**src/rtl/vga_timing_pkg.sv**
```systemverilog
// vga_timing_pkg
//   Shared timing constants for the 640x480@60 VGA read path.
//   Also holds the 2-bit axis state encoding and a helper that maps an
//   axis count to its state.
package vga_timing_pkg;

    localparam int COUNT_W = 10;

    localparam int VGA_H_ACTIVE = 640;
    localparam int VGA_H_FRONT  = 16;
    localparam int VGA_H_SYNC   = 96;
    localparam int VGA_H_BACK   = 48;
    localparam int VGA_H_TOTAL  = VGA_H_ACTIVE + VGA_H_FRONT + VGA_H_SYNC + VGA_H_BACK;

    localparam int VGA_V_ACTIVE = 480;
    localparam int VGA_V_FRONT  = 10;
    localparam int VGA_V_SYNC   = 2;
    localparam int VGA_V_BACK   = 33;
    localparam int VGA_V_TOTAL  = VGA_V_ACTIVE + VGA_V_FRONT + VGA_V_SYNC + VGA_V_BACK;

    typedef enum logic [1:0] {
        AXIS_ACTIVE = 2'd0,
        AXIS_FRONT  = 2'd1,
        AXIS_SYNC   = 2'd2,
        AXIS_BACK   = 2'd3
    } axis_state_t;

    // Region boundaries are cumulative: ACTIVE, then FRONT, then SYNC,
    // and everything up to the end of the line/frame is BACK.
    function automatic axis_state_t axis_state_of(input logic [COUNT_W-1:0] count,
                                                  input int active,
                                                  input int front,
                                                  input int sync);
        int c;
        c = {{(32-COUNT_W){1'b0}}, count};
        if (c < active)
            return AXIS_ACTIVE;
        else if (c < active + front)
            return AXIS_FRONT;
        else if (c < active + front + sync)
            return AXIS_SYNC;
        else
            return AXIS_BACK;
    endfunction

endpackage

```
**src/rtl/vga_axis_counter.sv**
```systemverilog
// vga_axis_counter
//   One timing axis (horizontal or vertical): a counter over
//   ACTIVE+FRONT+SYNC+BACK positions with its region state.
// Ports:
//   clock       in   system clock, rising edge
//   reset       in   synchronous, active-low; count returns to 0
//   step        in   advance the count by one on this clock
//   count       out  current position (registered)
//   state_next  out  region of the position being loaded at this edge,
//                    so the parent can register its outputs without lag
//   wrap        out  step taken at the last position (count returns to 0)
module vga_axis_counter
    import vga_timing_pkg::*;
#(
    parameter int ACTIVE = VGA_H_ACTIVE,
    parameter int FRONT  = VGA_H_FRONT,
    parameter int SYNC   = VGA_H_SYNC,
    parameter int BACK   = VGA_H_BACK
) (
    input  logic               clock,
    input  logic               reset,
    input  logic               step,
    output logic [COUNT_W-1:0] count,
    output axis_state_t        state_next,
    output logic               wrap
);

    localparam int                 TOTAL = ACTIVE + FRONT + SYNC + BACK;
    localparam logic [COUNT_W-1:0] LAST  = COUNT_W'(TOTAL - 1);

    logic [COUNT_W-1:0] count_next;

    always_comb begin
        wrap       = step && (count == LAST);
        count_next = count;
        if (wrap)
            count_next = '0;
        else if (step)
            count_next = count + 1'b1;
        state_next = axis_state_of(count_next, ACTIVE, FRONT, SYNC);
    end

    always_ff @(posedge clock) begin
        if (!reset)
            count <= '0;
        else
            count <= count_next;
    end

endmodule

```
**src/rtl/vga_timing_ctrl.sv**
```systemverilog
// vga_timing_ctrl
//   Generates VGA horizontal/vertical timing from a pixel-rate tick and
//   issues one pixel_enable strobe per visible pixel of a displayed frame.
// Ports:
//   clock         in   system clock, rising edge
//   reset         in   synchronous, active-low
//   enable        in   pixel-rate tick; counters advance only when high
//   display_en    in   show frames; sampled only when the frame wraps
//   hsync_n       out  horizontal sync, active-low (registered)
//   vsync_n       out  vertical sync, active-low (registered)
//   video_on      out  visible position of a displayed frame (registered)
//   x, y          out  current column / line (registered)
//   pixel_enable  out  enable & video_on & reset (combinational)
//   frame_start   out  enable & reset at position (0,0) (combinational)
module vga_timing_ctrl
    import vga_timing_pkg::*;
#(
    parameter int H_ACTIVE = VGA_H_ACTIVE,
    parameter int H_FRONT  = VGA_H_FRONT,
    parameter int H_SYNC   = VGA_H_SYNC,
    parameter int H_BACK   = VGA_H_BACK,
    parameter int V_ACTIVE = VGA_V_ACTIVE,
    parameter int V_FRONT  = VGA_V_FRONT,
    parameter int V_SYNC   = VGA_V_SYNC,
    parameter int V_BACK   = VGA_V_BACK
) (
    input  logic               clock,
    input  logic               reset,
    input  logic               enable,
    input  logic               display_en,
    output logic               hsync_n,
    output logic               vsync_n,
    output logic               video_on,
    output logic [COUNT_W-1:0] x,
    output logic [COUNT_W-1:0] y,
    output logic               pixel_enable,
    output logic               frame_start
);

    logic [COUNT_W-1:0] h_count;
    logic [COUNT_W-1:0] v_count;
    axis_state_t        h_state_next;
    axis_state_t        v_state_next;
    logic               h_wrap;
    logic               v_wrap;
    logic               display_active;
    logic               display_active_next;

    vga_axis_counter #(
        .ACTIVE (H_ACTIVE),
        .FRONT  (H_FRONT),
        .SYNC   (H_SYNC),
        .BACK   (H_BACK)
    ) u_h_axis (
        .clock      (clock),
        .reset      (reset),
        .step       (enable),
        .count      (h_count),
        .state_next (h_state_next),
        .wrap       (h_wrap)
    );

    vga_axis_counter #(
        .ACTIVE (V_ACTIVE),
        .FRONT  (V_FRONT),
        .SYNC   (V_SYNC),
        .BACK   (V_BACK)
    ) u_v_axis (
        .clock      (clock),
        .reset      (reset),
        .step       (h_wrap),
        .count      (v_count),
        .state_next (v_state_next),
        .wrap       (v_wrap)
    );

    // v_wrap only fires on the tick that takes (last, last) to (0, 0),
    // so the display decision is made exactly at frame boundaries.
    assign display_active_next = v_wrap ? display_en : display_active;

    // Outputs are loaded from the next-count state so they line up with
    // x/y on the same edge. With enable low the next state equals the
    // current one, so every register simply holds.
    always_ff @(posedge clock) begin
        if (!reset) begin
            display_active <= 1'b1;
            video_on       <= 1'b1;
            hsync_n        <= 1'b1;
            vsync_n        <= 1'b1;
        end else begin
            display_active <= display_active_next;
            video_on       <= display_active_next &&
                              (h_state_next == AXIS_ACTIVE) &&
                              (v_state_next == AXIS_ACTIVE);
            hsync_n        <= (h_state_next != AXIS_SYNC);
            vsync_n        <= (v_state_next != AXIS_SYNC);
        end
    end

    assign x = h_count;
    assign y = v_count;

    assign pixel_enable = enable & video_on & reset;
    assign frame_start  = enable & reset & (h_count == '0) & (v_count == '0);

endmodule

```
**config.mk**
```make
export PLATFORM = sky130hd
export DESIGN_NAME = vga_timing_ctrl
export DESIGN_NICKNAME = d
export VERILOG_FILES = /design/src/rtl/vga_timing_pkg.sv /design/src/rtl/vga_axis_counter.sv /design/src/rtl/vga_timing_ctrl.sv
export SDC_FILE = /design/constraint.sdc
export NUM_CORES = 1
export LEC_CHECK = 0
export ABC_AREA = 0
export BUFFER_PORTS_ARGS = -buffer_cell sky130_fd_sc_hd__buf_2
export CAP_MARGIN = 20
export CORE_AREA = 2 2 64 66
export DETAILED_ROUTE_END_ITERATION = 8
export DIE_AREA = 0 0 66 68
export PLACE_DENSITY = 0.66
export SLEW_MARGIN = 5
export SYNTH_ARGS = -nofsm -noshare
export SYNTH_HDL_FRONTEND = slang
export SYNTH_HIERARCHICAL = 1
export SYNTH_SLANG_ARGS = --single-unit
```
**constraint.sdc**
```tcl
create_clock -name clock -period 3.3 [get_ports clock]
set_input_delay 0.33 -clock clock [delete_from_list [all_inputs] [get_ports clock]]
set_output_delay 0.33 -clock clock [all_outputs]
set_load 0.05 [all_outputs]
```
==> flow_metrics.env, run 1 <==
export IMPL_place_gp_congestion=0.912
export IMPL_vdd_ir_drop_max_mv=0.111
export IMPL_yosysTopAreaCellShare_pct=31.8
export IMPL_path_cells="ha_1, inv_1, nor2_2, nand2_2, clkinv_2, nand4_4, nor3_2, xnor2_1, o22ai_1, or4_1, o21ai_1"
export IMPL_port_buffers=28
export IMPL_root_buffer="clkbuf_8"
export IMPL_ys_top_cells_by_area="dfxtp_1 32%, xnor2_1 6.4%, nor2_1 6.0%"
export IMPL_grt_max_degree=13
export IMPL_grt_pass1_wl_um=5800
export IMPL_routed_wl_um=3520
export IMPL_hold_depth=3
export IMPL_pre_cts_slack_ps=661
export IMPL_synth_area_mm2=0.00151
export IMPL_slowest_stage="or4_1"
export IMPL_die_h_um=68
export IMPL_via_per_inst=5.57
export IMPL_critPathArrivalTime_ps=2910
export IMPL_num_nets_final=215
export IMPL_vias=1425
export IMPL_slowest_delay_ps=470
export IMPL_syn2layout_area_growth_pct=11.7
export IMPL_criticalPathCategory="register to register"
export IMPL_rsz0062_at_grt="no"
export IMPL_dr_pass1_iters=4
export IMPL_htreeDepth=1
export IMPL_finish_utilization_pct=43.8
export IMPL_critPathLaunchType="register"
export IMPL_cts_buffers=3
export IMPL_timing_final_ws_setup_ps=589
export IMPL_finalMaxSlewViolations=0
export IMPL_cts_resized_gates=0
export IMPL_final_common_cell="buf_2"
export IMPL_cts_sinks=24
export IMPL_drive_above_1_share_pct=19.9
export IMPL_min_path_type="input pin to register"
export IMPL_grt_antenna_before_repair=0
export IMPL_synth_top_family_by_area="simple AND/OR/NAND/NOR gates"
export IMPL_r2r_cells=11
export IMPL_ys_seq_elements=24
export IMPL_cts_setup_buffers=0
export IMPL_setup_violations=0
export IMPL_fill_cells=409
export IMPL_fin_total_pwr_uw=510
export IMPL_std_cell_rows=23
export IMPL_required_ps=3500
export IMPL_pwr_density_cell_mw_per_mm2=302
export IMPL_synth_xor_xnor_area_share_pct=11.6
export IMPL_crit_fanout=9
export IMPL_maxSlewHeadroom_pct=72.0
export IMPL_clkLatencyLatePin_ps=260
export IMPL_holdWs_ps=324
export IMPL_dr_first_iter_drc_count=104
export IMPL_final_area_mm2=0.00169
export IMPL_cts_hold_buf=0
export IMPL_period_minus_slack_ps=2710
export IMPL_worstMarginPinSlew_ps=420
export IMPL_grt_pass1_vias=1212
export IMPL_max_freq_mhz=369
export IMPL_place_inst=253
export IMPL_synth_fa_ha_area_share_pct=2.48
export IMPL_dpl_cell_area_mm2=0.00165
export IMPL_syn_num_nets=192
export IMPL_cap_violations=0
export IMPL_io_pins=29
export IMPL_remaining_drc_errors=0
export IMPL_start_util_pct=39.2
export IMPL_yosys_area_top_type="dfxtp_1"
export IMPL_finClkSkew_ps=4.70
export IMPL_synthMuxAreaShare_pct=1.99
export IMPL_grt_usage_pct=16.6
export IMPL_final_cell_mix="28 x buf_2, 24 x nor2_1, 24 x dfxtp_1"
export IMPL_cts_path_max_buffers=2
export IMPL_synth_cells=185
export IMPL_routedWlPerCell_um=13.8
export IMPL_synthSimpleGateAreaFrac_pct=36.2
export IMPL_fin_crit_sh_pct=82.2
export IMPL_syn_avg_cell_area_um2=8.18
export IMPL_endpoint_kind="register"
export IMPL_status="finished clean"
export IMPL_dieWidth_um=66
export IMPL_grt_remaining_overflow=0
export IMPL_synth_compound_area_share_pct=10.5
export IMPL_tritoncts="yes"
export IMPL_ys_types=49
export IMPL_yosysSeqAreaShare_pct=31.8
export IMPL_yosysWarnings=6
export IMPL_fin_cells=256
export IMPL_clkTransAtPathRegs_ps=90
export IMPL_num_antenna_cells=0
export IMPL_die_area_mm2=0.00449
export IMPL_dp_hpwl_um=2560
export IMPL_coreArea_mm2=0.00386
export IMPL_p_leak_nw=0.678
export IMPL_fin_setup_tns_ps=0
export IMPL_ant_nets=0
export IMPL_finalHoldViolCount=0
[path summary, 6_finish.rpt]
path | from | end | slack [ps]
setup / recovery | u_h_axis/count[0] | video_on | 590
hold / removal | display_en | display_active | 320
setup reg to reg | u_h_axis/count[0] | video_on | 590
hold reg to reg | display_active | display_active | 490
[final cells by class]
| cell class | instances | area [um^2] | share of cell area, % |
|---|---|---|---|
| multi-input combinational | 147 | 950 | 56.2 |
| sequential | 24 | 480 | 28.4 |
| timing repair buffer | 28 | 140 | 8.29 |
| tap | 50 | 62.6 | 3.70 |
| clock buffer | 3 | 41.3 | 2.44 |
| inverter | 4 | 16.3 | 0.962 |
[state kept, by name, summed over array words and instances (netlist names)]
signal / cells
display_active: 1
hsync_n: 1
u_h_axis/count: 10
u_v_axis/count: 10
video_on: 1
vsync_n: 1
[report_power, final]
part | switching, mW | internal (mW) | leakage (nW)
logic | 0.0304 | 0.0112 | 0.463
clock network | 0.0908 | 0.0815 | 0.0216
registers | 0.00433 | 0.292 | 0.194
[Yosys cell counts (all sizes together)]
cell	instances
clkbuf	1
nand2b	2
nor3b	1
and4	1
nor3	4
nor4	5
ha	3
nand3	6
nand3b	2
nand4bb	1
or3	2
nor4b	1
and3	6
nand4b	1
nand2	17
xor2	9
o2bb2ai	1
clkinv	1
a21oi	2
a31oi	4
and4b	1
o22ai	3
nand4	11
mux2i	3
and2	5
nor2b	2
a21boi	1
nor2	27
inv	3
a211oi	2
a2bb2o	1
xnor2	11
nor4bb	1
o32a	1
or4	1
o211ai	2
o32ai	1
o21ai	6
buf	9
dfxtp	24
[per-layer routing]
layer | track usage, % | share of wire (%) | up-vias
li1 | - | - | 700
met4 | 6.12 | 0.97 | 0
met5 | 0 | 0 | -
met2 | 24.5 | 44 | 53
met1 | 24.7 | 48 | 670
met3 | 1.81 | 6.6 | 2
[worst max-delay path, delay by kind of cell, from the launching register on]
kind | cells | cell delay (ps)
flip-flops | 1 | 440
AND/OR/NAND/NOR | 5 | 1150
buffers and inverters | 2 | 280
XOR/XNOR | 1 | 190
adder cells (fa/ha/maj) | 1 | 370
AO/OA/AOI/OAI | 2 | 240
[kinds of logic after synthesis]
group,Yosys count
compound gates,24
xor+xnor,20
fa+ha+maj,3
buf+inv,14
flops,24
mux,3
simple gates,97
Power figures use the tool's default switching activity.
==> inputs of run 2 (changes only) <==
PLACE_DENSITY = 0.68   (was 0.66)
clock period = 2.3 ns   (was 3.3 ns; I/O delays follow)
==> flow_metrics.env, run 2 (synthesis gave the netlist of run 1 again) <==
export IMPL_status="finished clean"
export IMPL_slowest_delay_ps=480
export IMPL_r2r_cells=10
export IMPL_port_buffers=28
export IMPL_vias=1555
export IMPL_top_layer="met4"
export IMPL_r2r_start="u_h_axis/count[5]"
export IMPL_pwr_density_cell_mw_per_mm2=402
export IMPL_remaining_drc_errors=0
export IMPL_rsz0062_at_grt="yes"
export IMPL_cts_hold_buf=0
export IMPL_final_cell_mix="28 x buf_2, 24 x nor2_1, 23 x buf_4"
export IMPL_wl_met2_um=1780
export IMPL_clkTransAtPathRegs_ps=90
export IMPL_reg2reg_to="video_on"
export IMPL_setup_violations=0
export IMPL_io_pins=29
export IMPL_num_nets_final=239
export IMPL_worstMarginPinSlew_ps=420
export IMPL_max_freq_mhz=438
export IMPL_finClkSkew_ps=3.41
export IMPL_critPathArrivalTime_ps=2490
export IMPL_path_cells="or3_4, nor2_4, nand2_2, clkinv_4, mux2i_2, o211ai_1, o211ai_1, o22ai_1, or4_1, o21ai_1"
export IMPL_drive_above_1_share_pct=35.1
export IMPL_syn2layout_area_growth_pct=28.9
export IMPL_period_minus_slack_ps=2280
export IMPL_die_h_um=68
export IMPL_grt_antenna_before_repair=0
export IMPL_clkLatencyLatePin_ps=270
export IMPL_min_from="display_en"
export IMPL_routed_wl_um=3890
export IMPL_fin_crit_sh_pct=99.3
export IMPL_coreArea_mm2=0.00386
export IMPL_critical_path_buf_inv_count=1
export IMPL_via_per_inst=5.53
export IMPL_min_path_type="input pin to register"
export IMPL_htreeDepth=1
export IMPL_vdd_ir_drop_max_mv=0.242
export IMPL_cts_buffers=3
export IMPL_fin_total_pwr_uw=785
export IMPL_hold_depth=3
export IMPL_root_buffer="clkbuf_8"
export IMPL_critPathTopFamily="simple AND/OR/NAND/NOR gates"
export IMPL_dr_first_iter_drc_count=92
export IMPL_cts_sinks=24
export IMPL_top_regs="u_h_axis/count: 10 flops, u_v_axis/count: 10 flops"
export IMPL_grt_remaining_overflow=0
export IMPL_met1Wirelength_um=1840
export IMPL_wl_met3_um=244
export IMPL_start_util_pct=39.2
export IMPL_grt_max_degree=14
export IMPL_maxSlewHeadroom_pct=72.0
export IMPL_critPathLaunchType="register"
export IMPL_p_leak_nw=0.821
export IMPL_place_gp_congestion=0.896
export IMPL_tritoncts="yes"
export IMPL_criticalPathCategory="register to register"
export IMPL_cpMostUsedCell="o211ai_1"
export IMPL_grt_pass1_vias=1298
export IMPL_grt_usage_pct=17.2
export IMPL_cts_path_max_buffers=2
export IMPL_die_area_mm2=0.00449
export IMPL_grt_pass1_wl_um=6020
export IMPL_ant_nets=0
export IMPL_finalMaxSlewViolations=0
export IMPL_reg2reg_slack_ps=20
export IMPL_routedWlPerCell_um=13.9
export IMPL_dr_pass1_iters=4
export IMPL_slowest_stage="or4_1"
export IMPL_crit_fanout=8
export IMPL_cap_violations=0
export IMPL_required_ps=2510
export IMPL_endpoint_kind="register"
export IMPL_num_antenna_cells=0
export IMPL_std_cell_rows=23
export IMPL_finish_utilization_pct=50.6
export IMPL_finalHoldViolCount=0
export IMPL_whs_endpoint="display_active"
export IMPL_dieWidth_um=66
export IMPL_final_common_cell="buf_2"
export IMPL_dp_hpwl_um=2770
[run 2: changes by cell type in the layout (fill, tap and decap cells not counted), moves of 4 or more]
cell,before,now
dfxtp_4,0,4
dfxtp_1,24,14
buf_4,0,23
dfxtp_2,0,6
[run 2: worst max-delay path by stage]
stage | start | to | slack [ps] | cells after the start
after floorplan | u_h_axis/count[5] | video_on | -230 | 12
after global placement | u_h_axis/count[7] | video_on | 30 | 10
after detailed placement | u_h_axis/count[7] | video_on | -20 | 10
after CTS | u_h_axis/count[7] | video_on | 3 | 10
after global routing | u_h_axis/count[5] | video_on | -80 | 10
final | u_h_axis/count[5] | video_on | 20 | 10
[run 2: routing by layer]
metal	vias to the layer above	global-route usage [%]
li1	752	-
met1	735	25.4
met2	66	26.5
met3	2	2.47
met4	0	3.83
met5	-	0
[run 2: worst register-to-register path, delay by kind of cell (launching register included)]
family | cells | cell delay [ps]
buffers and inverters | 1 | 100
and+or+nand+nor | 4 | 1040
AOI/OAI and AO/OA | 4 | 510
DFF | 1 | 350
muxes | 1 | 240
[run 2: timing repair]
action,4_1_cts,5_1_grt
endpoints found under the setup margin,1,1
gates cloned,0,0
pin swaps,3,9
resized for setup,0,10
setup buffers,1,3
[run 2: area by class of cell]
cell class | count | area [um^2]
clock buffer | 4 | 55.1
fill | 386 | 1910
inverter | 4 | 20.0
multi-input combinational | 147 | 985
sequential | 24 | 503
tap | 50 | 62.6
timing repair buffer | 52 | 324
[run 2: per-stage QoR]
| stage | setup TNS [ps] | cell area [um^2] | worst slack [ps] | hold WS, ps | cells |
|---|---|---|---|---|---|
| after CTS | 0 | 1880 | 3.25 | 200 | 278 |
| after global placement | 0 | 1820 | 25.8 | 458 | 273 |
| after global routing | -81.1 | 1950 | -81.1 | 226 | 281 |
| final | 0 | 1950 | 16.1 | 204 | 281 |
| after floorplan | -232 | 1540 | -232 | 292 | 185 |
| after detailed placement | -16.9 | 1820 | -16.9 | 464 | 273 |
[run 2: where the power goes]
| group | total (mW) | switching, mW | internal (mW) |
|---|---|---|---|
| registers | 0.419 | 0.00245 | 0.417 |
| clock network | 0.296 | 0.143 | 0.153 |
| logic | 0.0694 | 0.0483 | 0.0211 |
| total | 0.785 | 0.194 | 0.591 |
